## src/rtl/sdram_sched_pkg.sv

```systemverilog
// Shared types and defaults for the SDRAM burst scheduler.
//   sched_state_t : scheduler FSM states (IDLE, REQ, WAIT)
//   CMD_WR/CMD_RD : values carried on cmd_wr and in last_grant
//   *_DEF         : default address, burst-length and FIFO-level widths
package sdram_sched_pkg;

  localparam int ADDR_W_DEF = 22;   // {bank[1:0], 20-bit offset}
  localparam int LEN_W_DEF  = 9;    // burst length up to 256
  localparam int LVL_W_DEF  = 10;   // FIFO used-words

  localparam logic CMD_WR = 1'b1;
  localparam logic CMD_RD = 1'b0;

  typedef enum logic [1:0] {
    IDLE = 2'd0,
    REQ  = 2'd1,
    WAIT = 2'd2
  } sched_state_t;

endpackage

```

## src/rtl/sdram_addr_gen.sv

```systemverilog
// Per-direction burst address pointer.
// Tracks the start address while SDRAM init is pending, reloads it on
// load, and otherwise advances by the burst length at the end of each
// burst, wrapping to the start address at the (exclusive) frame limit.
// Ports:
//   clk_ref, rst      : clock, synchronous active-high reset
//   track             : follow start_addr every cycle (init not done)
//   load              : reload pointer to start_addr (beats advance)
//   advance           : burst finished, step the pointer
//   start_addr        : frame start address
//   max_addr          : frame end address (exclusive)
//   len               : burst length used for the step
//   ptr               : current burst address
//   frame_done        : one-cycle pulse when the pointer wraps
module sdram_addr_gen #(
  parameter int ADDR_W = 22,
  parameter int LEN_W  = 9
) (
  input  logic              clk_ref,
  input  logic              rst,
  input  logic              track,
  input  logic              load,
  input  logic              advance,
  input  logic [ADDR_W-1:0] start_addr,
  input  logic [ADDR_W-1:0] max_addr,
  input  logic [LEN_W-1:0]  len,
  output logic [ADDR_W-1:0] ptr,
  output logic              frame_done
);

  // One extra bit so a step past the top of the address space still
  // compares correctly against max_addr.
  logic [ADDR_W:0] next_ptr;

  assign next_ptr = {1'b0, ptr} + (ADDR_W+1)'(len);

  always_ff @(posedge clk_ref) begin
    if (rst) begin
      ptr        <= '0;
      frame_done <= 1'b0;
    end else begin
      frame_done <= 1'b0;
      if (track || load) begin
        ptr <= start_addr;
      end else if (advance) begin
        if (next_ptr >= {1'b0, max_addr}) begin
          ptr        <= start_addr;
          frame_done <= 1'b1;
        end else begin
          ptr <= next_ptr[ADDR_W-1:0];
        end
      end
    end
  end

endmodule

```

## src/rtl/sdram_burst_sched.sv

```systemverilog
// Burst scheduler between the camera/display FIFOs and the SDRAM command
// engine. Grants one write or read burst at a time based on FIFO fill
// levels, round-robin when both directions want service, and keeps one
// wrapping address pointer per direction.
// Optional build macro: SDRAM_SCHED_WDOG_EN adds a REQ/WAIT watchdog and
// the sticky sched_err output.
// Ports:
//   clk_ref, rst                 : clock, synchronous active-high reset
//   sdram_init_done              : no grants until SDRAM init completes
//   wr_fifo_usedw/rd_fifo_usedw  : FIFO fill levels
//   rd_enable                    : display is consuming, reads allowed
//   wr_length/rd_length          : burst length per direction (0 = off)
//   wr_addr/rd_addr              : frame start addresses
//   wr_max_addr/rd_max_addr      : frame end addresses (exclusive)
//   wr_load/rd_load              : reload pointer to start address
//   cmd_req/cmd_wr/cmd_addr/cmd_len, cmd_ack, cmd_done : engine handshake
//   frame_write_done/frame_read_done : pointer wrap pulses
//   busy                         : burst outstanding (REQ or WAIT)
//   sched_err                    : watchdog fired (macro builds only)
//
// state | meaning
// IDLE  | no burst outstanding; evaluate eligibility and grant
// REQ   | request presented, cmd_* held until cmd_ack
// WAIT  | burst accepted, waiting for cmd_done
module sdram_burst_sched
  import sdram_sched_pkg::*;
#(
  parameter int ADDR_W = ADDR_W_DEF,
  parameter int LEN_W  = LEN_W_DEF,
  parameter int LVL_W  = LVL_W_DEF
) (
  input  logic              clk_ref,
  input  logic              rst,
  input  logic              sdram_init_done,
  input  logic [LVL_W-1:0]  wr_fifo_usedw,
  input  logic [LVL_W-1:0]  rd_fifo_usedw,
  input  logic              rd_enable,
  input  logic [LEN_W-1:0]  wr_length,
  input  logic [LEN_W-1:0]  rd_length,
  input  logic [ADDR_W-1:0] wr_addr,
  input  logic [ADDR_W-1:0] rd_addr,
  input  logic [ADDR_W-1:0] wr_max_addr,
  input  logic [ADDR_W-1:0] rd_max_addr,
  input  logic              wr_load,
  input  logic              rd_load,
  output logic              cmd_req,
  output logic              cmd_wr,
  output logic [ADDR_W-1:0] cmd_addr,
  output logic [LEN_W-1:0]  cmd_len,
  input  logic              cmd_ack,
  input  logic              cmd_done,
  output logic              frame_write_done,
  output logic              frame_read_done,
  output logic              busy
`ifdef SDRAM_SCHED_WDOG_EN
  ,
  output logic              sched_err
`endif
);

  localparam int CMP_W = (LVL_W > LEN_W) ? LVL_W : LEN_W;

  sched_state_t      state;
  logic              last_grant;
  logic [ADDR_W-1:0] wr_ptr, rd_ptr;
  logic [CMP_W-1:0]  wr_lvl, rd_lvl, wr_len_x, rd_len_x;
  logic              wr_elig, rd_elig, grant_any, grant_wr;
  logic              burst_end, wr_adv, rd_adv;
  logic              wdog_fire;

  assign wr_lvl   = CMP_W'(wr_fifo_usedw);
  assign rd_lvl   = CMP_W'(rd_fifo_usedw);
  assign wr_len_x = CMP_W'(wr_length);
  assign rd_len_x = CMP_W'(rd_length);

  // A zero length would otherwise make the write side always eligible.
  assign wr_elig   = (wr_length != '0) && (wr_lvl >= wr_len_x);
  assign rd_elig   = rd_enable && (rd_length != '0) && (rd_lvl < rd_len_x);
  assign grant_any = sdram_init_done && (wr_elig || rd_elig);
  assign grant_wr  = wr_elig && (!rd_elig || (last_grant == CMD_RD));

  assign burst_end = (state == WAIT) && cmd_done;
  assign wr_adv    = burst_end && (cmd_wr == CMD_WR);
  assign rd_adv    = burst_end && (cmd_wr == CMD_RD);

`ifdef SDRAM_SCHED_WDOG_EN
  // Down-counter reloaded every IDLE cycle; reaching zero on the 1023rd
  // REQ/WAIT cycle abandons the burst. A handshake landing on that same
  // cycle still wins.
  localparam logic [9:0] WDOG_LOAD = 10'd1022;
  logic [9:0] wdog_cnt;

  assign wdog_fire = sdram_init_done && (state != IDLE) && (wdog_cnt == '0)
                     && !((state == REQ) && cmd_ack) && !burst_end;

  always_ff @(posedge clk_ref) begin
    if (rst) begin
      wdog_cnt  <= WDOG_LOAD;
      sched_err <= 1'b0;
    end else begin
      if (state == IDLE) begin
        wdog_cnt <= WDOG_LOAD;
      end else if (wdog_cnt != '0) begin
        wdog_cnt <= wdog_cnt - 10'd1;
      end
      if (wdog_fire) begin
        sched_err <= 1'b1;
      end
    end
  end
`else
  assign wdog_fire = 1'b0;
`endif

  always_ff @(posedge clk_ref) begin
    if (rst) begin
      state      <= IDLE;
      last_grant <= CMD_RD;
      cmd_req    <= 1'b0;
      cmd_wr     <= 1'b0;
      cmd_addr   <= '0;
      cmd_len    <= '0;
      busy       <= 1'b0;
    end else if (!sdram_init_done) begin
      state   <= IDLE;
      cmd_req <= 1'b0;
      busy    <= 1'b0;
    end else begin
      case (state)
        IDLE: begin
          if (grant_any) begin
            cmd_wr   <= grant_wr;
            cmd_addr <= grant_wr ? wr_ptr : rd_ptr;
            cmd_len  <= grant_wr ? wr_length : rd_length;
            cmd_req  <= 1'b1;
            busy     <= 1'b1;
            state    <= REQ;
          end
        end
        REQ: begin
          // cmd_done alongside cmd_ack is deliberately ignored here.
          if (cmd_ack) begin
            cmd_req    <= 1'b0;
            last_grant <= cmd_wr;
            state      <= WAIT;
          end else if (wdog_fire) begin
            cmd_req <= 1'b0;
            busy    <= 1'b0;
            state   <= IDLE;
          end
        end
        WAIT: begin
          if (cmd_done || wdog_fire) begin
            busy  <= 1'b0;
            state <= IDLE;
          end
        end
        default: begin
          cmd_req <= 1'b0;
          busy    <= 1'b0;
          state   <= IDLE;
        end
      endcase
    end
  end

  sdram_addr_gen #(.ADDR_W(ADDR_W), .LEN_W(LEN_W)) u_wr_addr (
    .clk_ref    (clk_ref),
    .rst        (rst),
    .track      (!sdram_init_done),
    .load       (wr_load),
    .advance    (wr_adv),
    .start_addr (wr_addr),
    .max_addr   (wr_max_addr),
    .len        (cmd_len),
    .ptr        (wr_ptr),
    .frame_done (frame_write_done)
  );

  sdram_addr_gen #(.ADDR_W(ADDR_W), .LEN_W(LEN_W)) u_rd_addr (
    .clk_ref    (clk_ref),
    .rst        (rst),
    .track      (!sdram_init_done),
    .load       (rd_load),
    .advance    (rd_adv),
    .start_addr (rd_addr),
    .max_addr   (rd_max_addr),
    .len        (cmd_len),
    .ptr        (rd_ptr),
    .frame_done (frame_read_done)
  );

endmodule

```

## config.mk

```make
export PLATFORM = sky130hd
export DESIGN_NAME = sdram_burst_sched
export DESIGN_NICKNAME = d
export VERILOG_FILES = /design/src/rtl/sdram_sched_pkg.sv /design/src/rtl/sdram_addr_gen.sv /design/src/rtl/sdram_burst_sched.sv
export SDC_FILE = /design/constraint.sdc
export NUM_CORES = 1
export LEC_CHECK = 0
export ABC_AREA = 1
export CORE_ASPECT_RATIO = 0.8
export CORE_MARGIN = 2
export CORE_UTILIZATION = 38
export CTS_CLUSTER_DIAMETER = 40
export DETAILED_ROUTE_END_ITERATION = 7
export HOLD_SLACK_MARGIN = 0.12
export PLACE_DENSITY = 0.6
export SETUP_SLACK_MARGIN = 0.1
export SYNTH_ARGS = -nofsm -noshare
export SYNTH_HDL_FRONTEND = slang
export SYNTH_SLANG_ARGS = --single-unit
```

## constraint.sdc

```tcl
create_clock -name clk_ref -period 4.88 [get_ports clk_ref]
set_clock_uncertainty 0.2 [all_clocks]
set_input_delay 0.976 -clock clk_ref [delete_from_list [all_inputs] [get_ports clk_ref]]
set_output_delay 0.976 -clock clk_ref [all_outputs]
set_load 0.005 [all_outputs]
```

==> results of run 1 <==
-- cells by family (layout without fill, tap and decap cells) --
family                     Yosys count  in the layout  synth area share (%)
and+or+nand+nor                    607            607                 34.51
buffers and inverters              297            453                 14.80
AOI/OAI and AO/OA                  184            184                 13.31
DFF                                 83             83                 21.22
adders and majority gates           81             81                 13.14
xor gates and xnor gates            27             27                 3.021
-- per-stage QoR --
| step | setup slack [ps] | utilization (%) | instances | area (sq um) | hold WS, ps |
|---|---|---|---|---|---|
| 3_5_place_dp | 578.3 | 48.63 | 1683 | 9741 | 273.3 |
| 5_1_grt | 120.8 | 50.13 | 1699 | 10040 | 318.6 |
| 4_1_cts | 549.8 | 50.12 | 1699 | 10040 | 292.4 |
| 2_1_floorplan | 1457 | - | 1279 | 7829 | 255.6 |
| 3_3_place_gp | 685.1 | 48.63 | 1683 | 9741 | 266.7 |
| 6_report | 554.2 | 50.13 | 1699 | 10040 | 289.8 |
-- sequential cells by signal, indices dropped and copies added, names as in the netlist --
name	flops
cmd_req	1
busy	1
cmd_wr	1
last_grant	1
cmd_addr	22
u_wr_addr.ptr	22
u_wr_addr.frame_done	1
u_rd_addr.frame_done	1
state	2
cmd_len	9
u_rd_addr.ptr	22
-- synth_stat cells, types with 3 or more instances --
master	number
nand2_2	6
o21a_1	34
xnor2_1	7
nor2_1	55
nor3_1	12
a31oi_1	4
nand3_1	101
dfxtp_1	83
a21oi_1	87
nand2_1	352
buf_2	11
clkbuf_1	18
buf_1	4
nor2_2	5
o21bai_1	3
nor4_1	4
inv_2	13
buf_4	4
nand3b_1	5
inv_1	243
xor2_1	20
o211ai_1	4
or2_2	16
ha_1	79
o21ai_0	46
nand4_1	38
a21o_1	3
-- path summary, 6_finish.rpt --
kind                      startpoint                       endpoint  slack [ps]  depth (start not counted)
max          cmd_len[0]$_SDFFE_PP0P_  u_wr_addr.ptr[7]$_SDFFE_PP0P_         550                         25
min                busy$_SDFFE_PP0P_              busy$_SDFFE_PP0P_         290                          2
max reg2reg  cmd_len[0]$_SDFFE_PP0P_  u_wr_addr.ptr[7]$_SDFFE_PP0P_         550                         25
min reg2reg        busy$_SDFFE_PP0P_              busy$_SDFFE_PP0P_         290                          2
-- worst reg2reg max path, stage by stage, from the launching register on --
cell	delay [ps]
dfxtp_1	400
ha_1	240
inv_1	70
fa_1	400
inv_1	70
nand3_1	60
nand2_1	210
nand2_1	130
nand2_2	120
nand2_2	70
a21oi_1	170
xor2_1	260
ha_1	290
nand2_1	100
inv_1	40
nand2_1	50
nand2_1	50
a21oi_1	110
nand3_1	160
nand2_1	140
nand4_4	300
clkinv_2	320
nand2_1	90
nand3_1	70
nand3_1	80
inv_2	50
-- routing by layer --
metal / track usage (%) / routed length, microns / vias up
met5: 0 / 0 / -
met4: 4.300 / 234 / 0
met3: 4.089 / 1810 / 15
met2: 33.61 / 10050 / 262
met1: 35.17 / 12740 / 3688
li1: - / - / 4378
-- where the power goes --
part           internal (mW)  switching, mW  total, mW
Combinational          0.379          0.461      0.840
Clock                  0.400          0.311      0.711
Sequential             0.738         0.0778      0.815
Total                   1.52          0.849       2.37
-- area by class of cell --
cell class / count / area, sq um / area share [%]
multi-input cells: 899 / 5014 / 49.93
clock inverters: 7 / 73.82 / 0.7352
inverters: 258 / 969.7 / 9.657
repair buffers: 179 / 1767 / 17.59
well taps: 264 / 330.3 / 3.290
flip-flops and latches: 83 / 1662 / 16.55
clock buffers: 9 / 225.2 / 2.243
-- repair_timing --
action                                  CTS  global route
gates resized for setup                   0             1
endpoints found under the setup margin    0             7
setup buffers                             0             0
==> flow_summary.ini, run 1 <==
[drt]
ant_nets = 0
wl_per_cell_microns = 14.62
dr_total_vias = 8343
route.detailed.drc = 0
wl_mm = 24.84
drtPass1Iterations = 6
drtIter0Drc = 813
via_per_inst = 4.911

[global_routing]
grt_pass1_wl_mm = 39.65
antenna_found_initial = 0
grt_max_degree = 65
overflow = 0
grt_pass1_vias = 7573
grt_usage_pct = 23.01

[timing]
finalMaxSlewViolations = 0
layout_worst_path_cycle_share_pct = 88.64
timing_hold_violations_final = 0
setup_violations = 0
setup_tns_ps = 0
finalCriticalPeriod_ps = 4326
maxSlewHeadroom_pct = 57.03
fmax_mhz = 231.2
grt_setup_unrepaired = false
tightest_slew_ps = 642.1

[yosys]
synth_top_area_share_pct = 21.22
ys_dominant_reg_cell = dfxtp_1
yosysWarningCount = 0
synth-seq-cells = 83
syn-cell-area_sq_um = 7829
synth.area.top_cells = dfxtp_1 (21%), nand2_1 (17%), ha_1 (13%)
avgSynthCellArea_sq_um = 6.121
syn-num-nets = 1494
yosysUniqueCellTypes = 43
syn_inst = 1279
synth_top_cell_by_area = dfxtp_1
seq_area_frac_synth_pct = 21.22
async_reset_ff_share_pct = 0
synth_edf_count = 0

[power]
vdd_drop_max_mv = 0.1909
power.total_mw = 2.366
power.leakage_nw = 5.318
powerDensity_nw_per_um2 = 235.6

[layout]
final_cell_mix = nand2_1 (352), inv_1 (243), clkdlybuf4s50_1 (169), nand3_1 (100), a21oi_1 (87)
final_common_cell = nand2_1
drive_above_1_share_pct = 5.157
finalNetCount = 1645
num_antenna_cells = 0
n_fill_cell = 2082
syn_to_final_growth_pct = 28.26

[worst_setup_path]
cp.arrival_ps = 4420
cpPeakStageDelay_ps = 400
crit_top_cell = nand2_1
cp_slowest_cell = dfxtp_1
end_kind = register
worstPathRequired_ps = 4970
criticalPathCategory = reg2reg
worstSetupStartpointType = register
cpLargestDelayFamily = simple AND/OR/NAND/NOR gates
critPathBufInv = 5
cp_max_fo = 21

[die]
floorplan.initialDensity_pct = 39.09
core_sq_um = 20030
dieArea_sq_um = 21770
num_rows = 46
die_h_microns = 132.4
die_w_microns = 164.5
io-pin-count = 170

[min_path]
min_path_type = reg2reg

[place]
hpwl_mm = 20.40
gp_congestion = 0.9190
port-buffer-count = 169

[clock_tree]
cts_buffers = 9
clk_latency_ps = 340
cts-htree-levels = 3
cts.sinks = 83
cts_buffer_depth = 2
clockRootBuffer = clkbuf_16
cts_tree = built
hold_buffers = 0
clk_pin_slew_ps = 70

[outcome]
status = complete, no violations

[run]
maxCapViolCount = 0
Power figures use the tool's default switching activity.
==> inputs of run 2 (changes only) <==
SETUP_SLACK_MARGIN = 0.02   (was 0.1)
TNS_END_PERCENT = 100   (was default)
==> run 2 against run 1 <==
Against the previous run: register-to-register slack worse by 50 ps; worst hold slack unchanged; global-route usage unchanged; flip-flop and latch count unchanged; cell area about the same; wire length about the same; critical endpoint unchanged; final cell count unchanged; die area unchanged; fmax down 1.2%.
==> flow_summary.ini, run 2 (synthesized netlist as in run 1, its figures left out) <==
[die]
die_w_microns = 164.5
num_rows = 46
core_sq_um = 20030
io-pin-count = 170
die_h_microns = 132.4
floorplan.initialDensity_pct = 39.09
dieArea_sq_um = 21770

[drt]
wl_per_cell_microns = 14.62
ant_nets = 0
wl_mm = 24.84
drtIter0Drc = 813
drtPass1Iterations = 5
dr_total_vias = 8351
route.detailed.drc = 0
via_per_inst = 4.915

[timing]
setup_violations = 0
maxSlewHeadroom_pct = 57.08
grt_setup_unrepaired = false
fmax_mhz = 228.3
setup_tns_ps = 0
timing_hold_violations_final = 0
finalCriticalPeriod_ps = 4380
worst_hold_slack_ps = 289.8
finalMaxSlewViolations = 0
tightest_slew_ps = 641.5
layout_worst_path_cycle_share_pct = 89.76

[place]
dp_cells = 1683
hpwl_mm = 20.40
port-buffer-count = 169
gp_congestion = 0.9190

[worst_setup_path]
crit_start = cmd_len[0]$_SDFFE_PP0P_
cpLargestDelayFamily = simple AND/OR/NAND/NOR gates
crit_top_cell = nand2_1
crit_path_end = u_wr_addr.ptr[7]$_SDFFE_PP0P_
rr_endpoint = u_wr_addr.ptr[7]$_SDFFE_PP0P_
timing.rr.start = cmd_len[0]$_SDFFE_PP0P_
worstSetupStartpointType = register
rr_worst_depth = 25
cp_slowest_cell = dfxtp_1
worstPathRequired_ps = 4970
critPathBufInv = 5
cp_max_fo = 21
cpPeakStageDelay_ps = 400
cp.arrival_ps = 4470
end_kind = register
crit_cells = 25
reg2reg_slack_ps = 500
criticalPathCategory = reg2reg

[clock_tree]
postCtsSetupBuffers = 0
clk_latency_ps = 340
cts.sinks = 83
clk_pin_slew_ps = 70
cts_tree = built
cts_resized = 0
hold_buffers = 0
cts_buffer_depth = 2
cts-htree-levels = 3
clockRootBuffer = clkbuf_16
cts_buffers = 9

[global_routing]
overflow = 0
grt_pass1_wl_mm = 39.65
grt_usage_pct = 23.01
grt_max_degree = 65
antenna_found_initial = 0
grt_pass1_vias = 7573

[layout]
num_antenna_cells = 0
drive_above_1_share_pct = 5.157
final_cell_mix = nand2_1 (352), inv_1 (243), clkdlybuf4s50_1 (169), nand3_1 (100), a21oi_1 (87)
final_common_cell = nand2_1
reg_top3 = cmd_addr: 22 flops, u_rd_addr.ptr: 22 flops, u_wr_addr.ptr: 22 flops
n_fill_cell = 2082
syn_to_final_growth_pct = 28.24
fin_cells = 1699
finalNetCount = 1645

[power]
clkPwrFrac_pct = 30.0
power.leakage_nw = 5.319
p_sw_mw = 0.8489
power.internal_mw = 1.517
powerDensity_nw_per_um2 = 235.6
vdd_drop_max_mv = 0.1904
pwr-share-seq_pct = 34.5
comb_power_share_pct = 35.5
switching_share_pct = 35.88

[min_path]
min_path_type = reg2reg

[run]
maxCapViolCount = 0

[outcome]
status = complete, no violations
[run 2: cell types whose count changed in the layout (fill, tap and decap cells not counted), sizes merged]
cell,before,now
clkinv,6,5
inv,257,258
[run 2: how the worst min path moves through the flow]
stage | from | cells after the start | end
after global placement | cmd_req$_SDFFE_PP0P_ | 2 | cmd_req$_SDFFE_PP0P_
after global routing | busy$_SDFFE_PP0P_ | 2 | busy$_SDFFE_PP0P_
final | busy$_SDFFE_PP0P_ | 2 | busy$_SDFFE_PP0P_
after detailed placement | busy$_SDFFE_PP0P_ | 2 | busy$_SDFFE_PP0P_
after CTS | busy$_SDFFE_PP0P_ | 2 | busy$_SDFFE_PP0P_
after floorplan | cmd_req$_SDFFE_PP0P_ | 2 | cmd_req$_SDFFE_PP0P_
[run 2: through the flow]
stage	cell area [sq um]	power [mW]	utilization (%)	setup slack, ps
6_report	10040	2.366	50.12	499.7
3_5_place_dp	9741	1.668	48.63	578.3
4_1_cts	10040	2.376	50.12	549.8
5_1_grt	10040	2.526	50.12	64.74
2_1_floorplan	7829	1.323	-	1457
3_3_place_gp	9741	1.658	48.63	685.1
[run 2: final cells by class]
| type | instances | area, sq um | area share [%] |
|---|---|---|---|
| Inverter | 258 | 968.4 | 9.646 |
| Clock inverter | 7 | 73.82 | 0.7353 |
| Sequential cell | 83 | 1662 | 16.55 |
| Timing Repair Buffer | 179 | 1767 | 17.60 |
| Multi-Input combinational cell | 899 | 5014 | 49.94 |
| Tap cell | 264 | 330.3 | 3.290 |
| Clock buffer | 9 | 225.2 | 2.243 |
[run 2: power groups by stage]
| stage | clock network (mW) | logic [mW] | registers (mW) |
|---|---|---|---|
| after global routing | 0.749 | 0.956 | 0.821 |
| after CTS | 0.719 | 0.843 | 0.814 |
| after floorplan | 0 | 0.525 | 0.798 |
| final | 0.710 | 0.840 | 0.815 |
| after detailed placement | 0 | 0.839 | 0.829 |
| after global placement | 0 | 0.829 | 0.830 |
[run 2: per-layer routing]
layer | global-route usage [%] | vias up | routed length (microns)
li1 | - | 4377 | -
met1 | 35.17 | 3690 | 12750
met2 | 33.61 | 269 | 10050
met3 | 4.089 | 15 | 1808
met4 | 4.300 | 0 | 234
met5 | 0 | - | 0
[run 2: tightest hold or removal path, delay by kind of cell, from the launching register on]
family             cells  cell delay [ps]
and+or+nand+nor        1               60
AOI/OAI and AO/OA      1               60
DFF                    1              320
